File: src/rtl/parity_uart_rx_pkg.sv
// Shared constants for the parity serial receiver: FSM state codes, default sizing, line levels.
// Latency and backpressure are not applicable: this is a declarations-only package.
package parity_uart_rx_pkg;

  localparam int DEF_CLKS_PER_BIT = 16;
  localparam int DEF_DATA_W       = 8;

  localparam logic [2:0] ST_IDLE      = 3'd0;
  localparam logic [2:0] ST_START     = 3'd1;
  localparam logic [2:0] ST_DATA      = 3'd2;
  localparam logic [2:0] ST_PARITY    = 3'd3;
  localparam logic [2:0] ST_STOP      = 3'd4;
  localparam logic [2:0] ST_WAIT_HIGH = 3'd5;

  localparam logic START_LVL = 1'b0;
  localparam logic STOP_LVL  = 1'b1;
  localparam logic IDLE_LVL  = 1'b1;

endpackage

File: src/rtl/parity_uart_rx_bit_sync.sv
// Two-flop synchronizer for the asynchronous serial pin; reset forces the idle line level.
// Latency: 2 clocks. No backpressure: the output follows the input every cycle.
module parity_uart_rx_bit_sync
  import parity_uart_rx_pkg::*;
(
  input  logic clk,
  input  logic rstn,
  input  logic d,
  output logic q
);

  logic meta;

  always_ff @(posedge clk) begin
    if (!rstn) begin
      meta <= IDLE_LVL;
      q    <= IDLE_LVL;
    end else begin
      meta <= d;
      q    <= meta;
    end
  end

endmodule

File: src/rtl/parity_uart_rx.sv
// Oversampling serial frame receiver (start, LSB-first data, XOR parity, stop) with error flags.
// Latency: VALID at t0+H+(DATA_W+2)*CLKS_PER_BIT; no backpressure, VALID is a single-cycle pulse.
module parity_uart_rx
  import parity_uart_rx_pkg::*;
#(
  parameter int CLKS_PER_BIT = DEF_CLKS_PER_BIT,
  parameter int DATA_W       = DEF_DATA_W,
  parameter bit PARITY_ODD   = 1'b0
) (
  input  logic              CLK,
  input  logic              RSTN,
  input  logic              RXD,
  output logic [DATA_W-1:0] DATA,
  output logic              VALID,
  output logic              PAR_ERR,
  output logic              FRM_ERR,
  output logic              BUSY
);

  localparam int CNT_W = $clog2(CLKS_PER_BIT);
  localparam int IDX_W = (DATA_W > 1) ? $clog2(DATA_W) : 1;
  localparam int H     = CLKS_PER_BIT >> 1;

  localparam logic [CNT_W-1:0] HALF_M1  = CNT_W'(H - 1);
  localparam logic [CNT_W-1:0] BIT_M1   = CNT_W'(CLKS_PER_BIT - 1);
  localparam logic [IDX_W-1:0] LAST_IDX = IDX_W'(DATA_W - 1);

  logic              rxs;
  logic [2:0]        state;
  logic [CNT_W-1:0]  cnt;
  logic [IDX_W-1:0]  bit_idx;
  logic [DATA_W-1:0] shreg;
  logic              xor_acc;
  logic              par_bad;
  logic              half_hit;
  logic              bit_hit;

  parity_uart_rx_bit_sync u_sync (
    .clk  (CLK),
    .rstn (RSTN),
    .d    (RXD),
    .q    (rxs)
  );

  assign half_hit = (cnt == HALF_M1);
  assign bit_hit  = (cnt == BIT_M1);

  always_ff @(posedge CLK) begin
    if (!RSTN) begin
      state   <= ST_IDLE;
      cnt     <= '0;
      bit_idx <= '0;
      shreg   <= '0;
      xor_acc <= 1'b0;
      par_bad <= 1'b0;
      DATA    <= '0;
      VALID   <= 1'b0;
      PAR_ERR <= 1'b0;
      FRM_ERR <= 1'b0;
      BUSY    <= 1'b0;
    end else begin
      VALID <= 1'b0;
      // BUSY trails the state register by one cycle, so it drops the cycle after IDLE is entered.
      BUSY  <= (state != ST_IDLE);

      case (state)
        ST_IDLE: begin
          if (rxs == START_LVL) begin
            state   <= ST_START;
            cnt     <= '0;
            bit_idx <= '0;
            xor_acc <= 1'b0;
          end
        end

        ST_START: begin
          if (half_hit) begin
            cnt   <= '0;
            state <= (rxs == START_LVL) ? ST_DATA : ST_IDLE;
          end else begin
            cnt <= cnt + CNT_W'(1);
          end
        end

        ST_DATA: begin
          if (bit_hit) begin
            cnt     <= '0;
            shreg   <= {rxs, shreg[DATA_W-1:1]};
            xor_acc <= xor_acc ^ rxs;
            if (bit_idx == LAST_IDX) begin
              state <= ST_PARITY;
            end else begin
              bit_idx <= bit_idx + IDX_W'(1);
            end
          end else begin
            cnt <= cnt + CNT_W'(1);
          end
        end

        ST_PARITY: begin
          if (bit_hit) begin
            cnt     <= '0;
            par_bad <= ((xor_acc ^ rxs) != PARITY_ODD);
            state   <= ST_STOP;
          end else begin
            cnt <= cnt + CNT_W'(1);
          end
        end

        ST_STOP: begin
          if (bit_hit) begin
            cnt     <= '0;
            DATA    <= shreg;
            VALID   <= 1'b1;
            PAR_ERR <= par_bad;
            FRM_ERR <= (rxs != STOP_LVL);
            // Leaving mid stop bit lets a start edge right after the stop bit be caught.
            state   <= (rxs == STOP_LVL) ? ST_IDLE : ST_WAIT_HIGH;
          end else begin
            cnt <= cnt + CNT_W'(1);
          end
        end

        ST_WAIT_HIGH: begin
          if (rxs == IDLE_LVL) begin
            state <= ST_IDLE;
          end
        end

        default: state <= ST_IDLE;
      endcase
    end
  end

endmodule

File: config.mk
export PLATFORM = sky130hd
export DESIGN_NAME = parity_uart_rx
export DESIGN_NICKNAME = d
export VERILOG_FILES = /design/src/rtl/parity_uart_rx_pkg.sv /design/src/rtl/parity_uart_rx_bit_sync.sv /design/src/rtl/parity_uart_rx.sv
export SDC_FILE = /design/constraint.sdc
export NUM_CORES = 1
export LEC_CHECK = 0
export ABC_AREA = 1
export CAP_MARGIN = 20
export CORE_MARGIN = 2
export CORE_UTILIZATION = 37
export DETAILED_ROUTE_END_ITERATION = 8
export DONT_BUFFER_PORTS = 1
export GPL_TIMING_DRIVEN = 1
export SYNTH_ARGS = -nofsm -noshare
export SYNTH_HDL_FRONTEND = slang
export SYNTH_SLANG_ARGS = --single-unit
export TNS_END_PERCENT = 50
File: constraint.sdc
create_clock -name CLK -period 2.09 [get_ports CLK]
set_clock_uncertainty 0.05 [all_clocks]
set_input_delay 0.209 -clock CLK [delete_from_list [all_inputs] [get_ports CLK]]
set_output_delay 0.209 -clock CLK [all_outputs]
set_load 0.02 [all_outputs]
==> results.yml <==
clock_tree:
  cts.path.max_buffers: 2
  root_buffer: "clkbuf_8"
  clk_latency_ps: 290
  cts_setup_buffers: 0
  cts.sinks: 34
  cts_resized: 0
  htree_levels: 2
  cts_tree: "built"
  path_clk_slew_ps: 70
  cts_made_buffers: 5
timing:
  worst_pin_slew_ps: 451
  rsz0062_at_grt: "false"
  worst_slack_ps: 500
  finalHoldViolations: 0
  finalCriticalPeriod_ps: 1590
  fin_crit_sh_pct: 76.1
  max_freq_mhz: 629
  slew_violations: 0
  slew-limit-headroom_pct: 69.9
  setup_tns_ps: 0
  final-setup-viol-count: 0
power:
  p_comb_share_pct: 37.4
  seq_power_share_pct: 39.1
  peakVddDrop_uv: 481
  switching_share_pct: 41.5
  pwr_density_cell_nw_per_um2: 1260
  intPower_w: 0.00127
  p_sw_w: 0.000902
  p_leak_nw: 0.808
  pwr-share-clk_pct: 23.5
route:
  drcViolationCount: 0
  highest_layer: "met4"
  wirelength_um: 3240
  firstDrtPassIters: 4
  drt-initial-drc-count: 50
  wl_met1_um: 1600
  met2RoutedLength_um: 1480
  wl_per_cell_um: 11.9
  wl_met3_um: 124
  routed-via-count: 1326
  antenna_left: 0
  detail_route.vias_per_cell: 4.89
setup_path:
  crit_required_ps: 2230
  startpoint_type: "flop"
  crit_fanout: 8
  r2r-start: "cnt[0]$_SDFFE_PN0P_"
  critPathCaptureType: "flop"
  startpoint: "cnt[0]$_SDFFE_PN0P_"
  cp_data_arrival_time_ps: 1730
  crit_type: "reg -> reg"
floorplan:
  fp.dieW_um: 69.3
  ioPinCount: 15
  initial_core_util_pct: 38.9
  core_um2: 4060
  die-area_um2: 4810
  dieHeight_um: 69.3
  row_count: 23
final_layout:
  diodes: 0
  drive_gt1_share_pct: 13.1
  mostFrequentLayoutCell: "nor2_1"
  finalNetCount: 226
  syn2layout_area_growth_pct: 9.51
  final_cells: 271
  final_cell_mix: "49 x nor2_1, 36 x nand2_1, 34 x dfxtp_1, 19 x o21ai_0, 15 x nand3_1"
synthesis:
  synth_warnings: 0
  syn_inst: 215
  ys_ff_latch: 34
  yosysTopAreaCellShare_pct: 43.1
  ys_seq_area_share_pct: 43.1
  synth_nets: 221
  yosysTopAreaCell: "dfxtp_1"
  syn_area_per_cell_um2: 7.34
  synthTopCellsByArea: "dfxtp_1 43%, nor2_1 12%, nand2_1 8.6%"
  ys_types: 25
  netlist_area_um2: 1580
placement:
  dp_slack_ps: 518
  dp_hpwl_um: 2190
  place_inst: 260
  portBuffers: 0
  gp_congestion: 0.813
global_routing:
  globalRouteTotalUtil_pct: 15.3
  gr-total-overflow: 0
  antenna_found_initial: 0
  grt_max_degree: 17
  grt_pass1_vias: 1264
  grt_pass1_wl_um: 5920
hold_path:
  min_path_type: "in -> reg"
  hp-start: "RSTN"
job:
  cap_violations: 0
outcome:
  status: "finished, final reports clean"
state kept, by name, summed over array words and instances, names as in the netlist:
register	flops
bit_idx	3
FRM_ERR	1
VALID	1
xor_acc	1
PAR_ERR	1
par_bad	1
u_sync.q	1
u_sync.meta	1
state	3
cnt	4
BUSY	1
shreg	8
DATA	8
path summary, 6_finish.rpt:
check                                             end  slack (ps)  cells past startpoint
worst max-delay path            state[2]$_SDFFE_PN0P_         500                      8
worst min-delay path             PAR_ERR$_SDFFE_PN0P_           7                      2
worst max register to register  state[2]$_SDFFE_PN0P_         500                      8
worst min register to register    u_sync.q$_SDFF_PN1_         370                      1
routing by layer:
metal  vias up  global-route usage, %
met3         4                   4.22
met4         0                   7.19
li1        695                      -
met2        21                   22.5
met1       606                   20.8
met5         -                      0
cell families after synthesis:
| kind of cell | after synthesis | share of synthesized area, % |
|---|---|---|
| xor gates and xnor gates | 3 | 1.66 |
| AOI/OAI and AO/OA | 35 | 11.3 |
| and+or+nand+nor | 115 | 34.3 |
| DFF | 34 | 43.1 |
| buffers and inverters | 25 | 7.29 |
| adders and majority gates | 3 | 2.38 |
worst max-delay path, stage by stage, from the launching register on:
cell and delay (ps):
dfxtp_1 380, ha_1 270, nand3_4 150, nand3_1 130, nand2_1 110, nor2_1 190, nand3_1 100, nand2_1 70
nor2_1 40
per-stage QoR:
| step | instance area (µm²) | total power [W] | utilization (%) | hold slack (ps) |
|---|---|---|---|---|
| after floorplan | 1580 | 0.00155 | - | 266 |
| after global placement | 1600 | 0.00167 | 39.5 | 261 |
| after detailed placement | 1600 | 0.00167 | 39.5 | 268 |
| after CTS | 1730 | 0.00219 | 42.6 | 1.09 |
| after global routing | 1730 | 0.00236 | 42.6 | 6.43 |
| final | 1730 | 0.00217 | 42.6 | 6.65 |
cells in the mapped netlist, drive strengths merged:
library cell	count
nor2	56
o211ai	1
nand3	16
buf	3
inv	18
nand2	40
dfxtp	34
clkbuf	2
clkinv	2
xor2	3
or2	2
ha	3
o21ai	27
a21oi	7
nor3	1
repair_timing:
| item | CTS | global route |
|---|---|---|
| hold buffers | 3 | 0 |
| setup endpoints to repair | 0 | 0 |
| endpoints found under the hold margin | 11 | 0 |
power by group through the flow:
stage               Clock (W)  Combinational [W]  Sequential, W
detailed placement          0           0.000806       0.000864
CTS                  0.000525           0.000819       0.000850
floorplan                   0           0.000746       0.000799
global placement            0           0.000804       0.000862
global route         0.000546           0.000944       0.000865
finish               0.000511           0.000813       0.000850
area by class of cell:
| type | count | area, µm² |
|---|---|---|
| Clock buffer | 6 | 82.6 |
| Fill cell | 412 | 2330 |
| Tap cell | 50 | 62.6 |
| Clock inverter | 2 | 12.5 |
| Inverter | 20 | 77.6 |
| Sequential cell | 34 | 681 |
| Timing Repair Buffer | 3 | 30.0 |
| Multi-Input combinational cell | 156 | 783 |
Power figures use the tool's default switching activity.
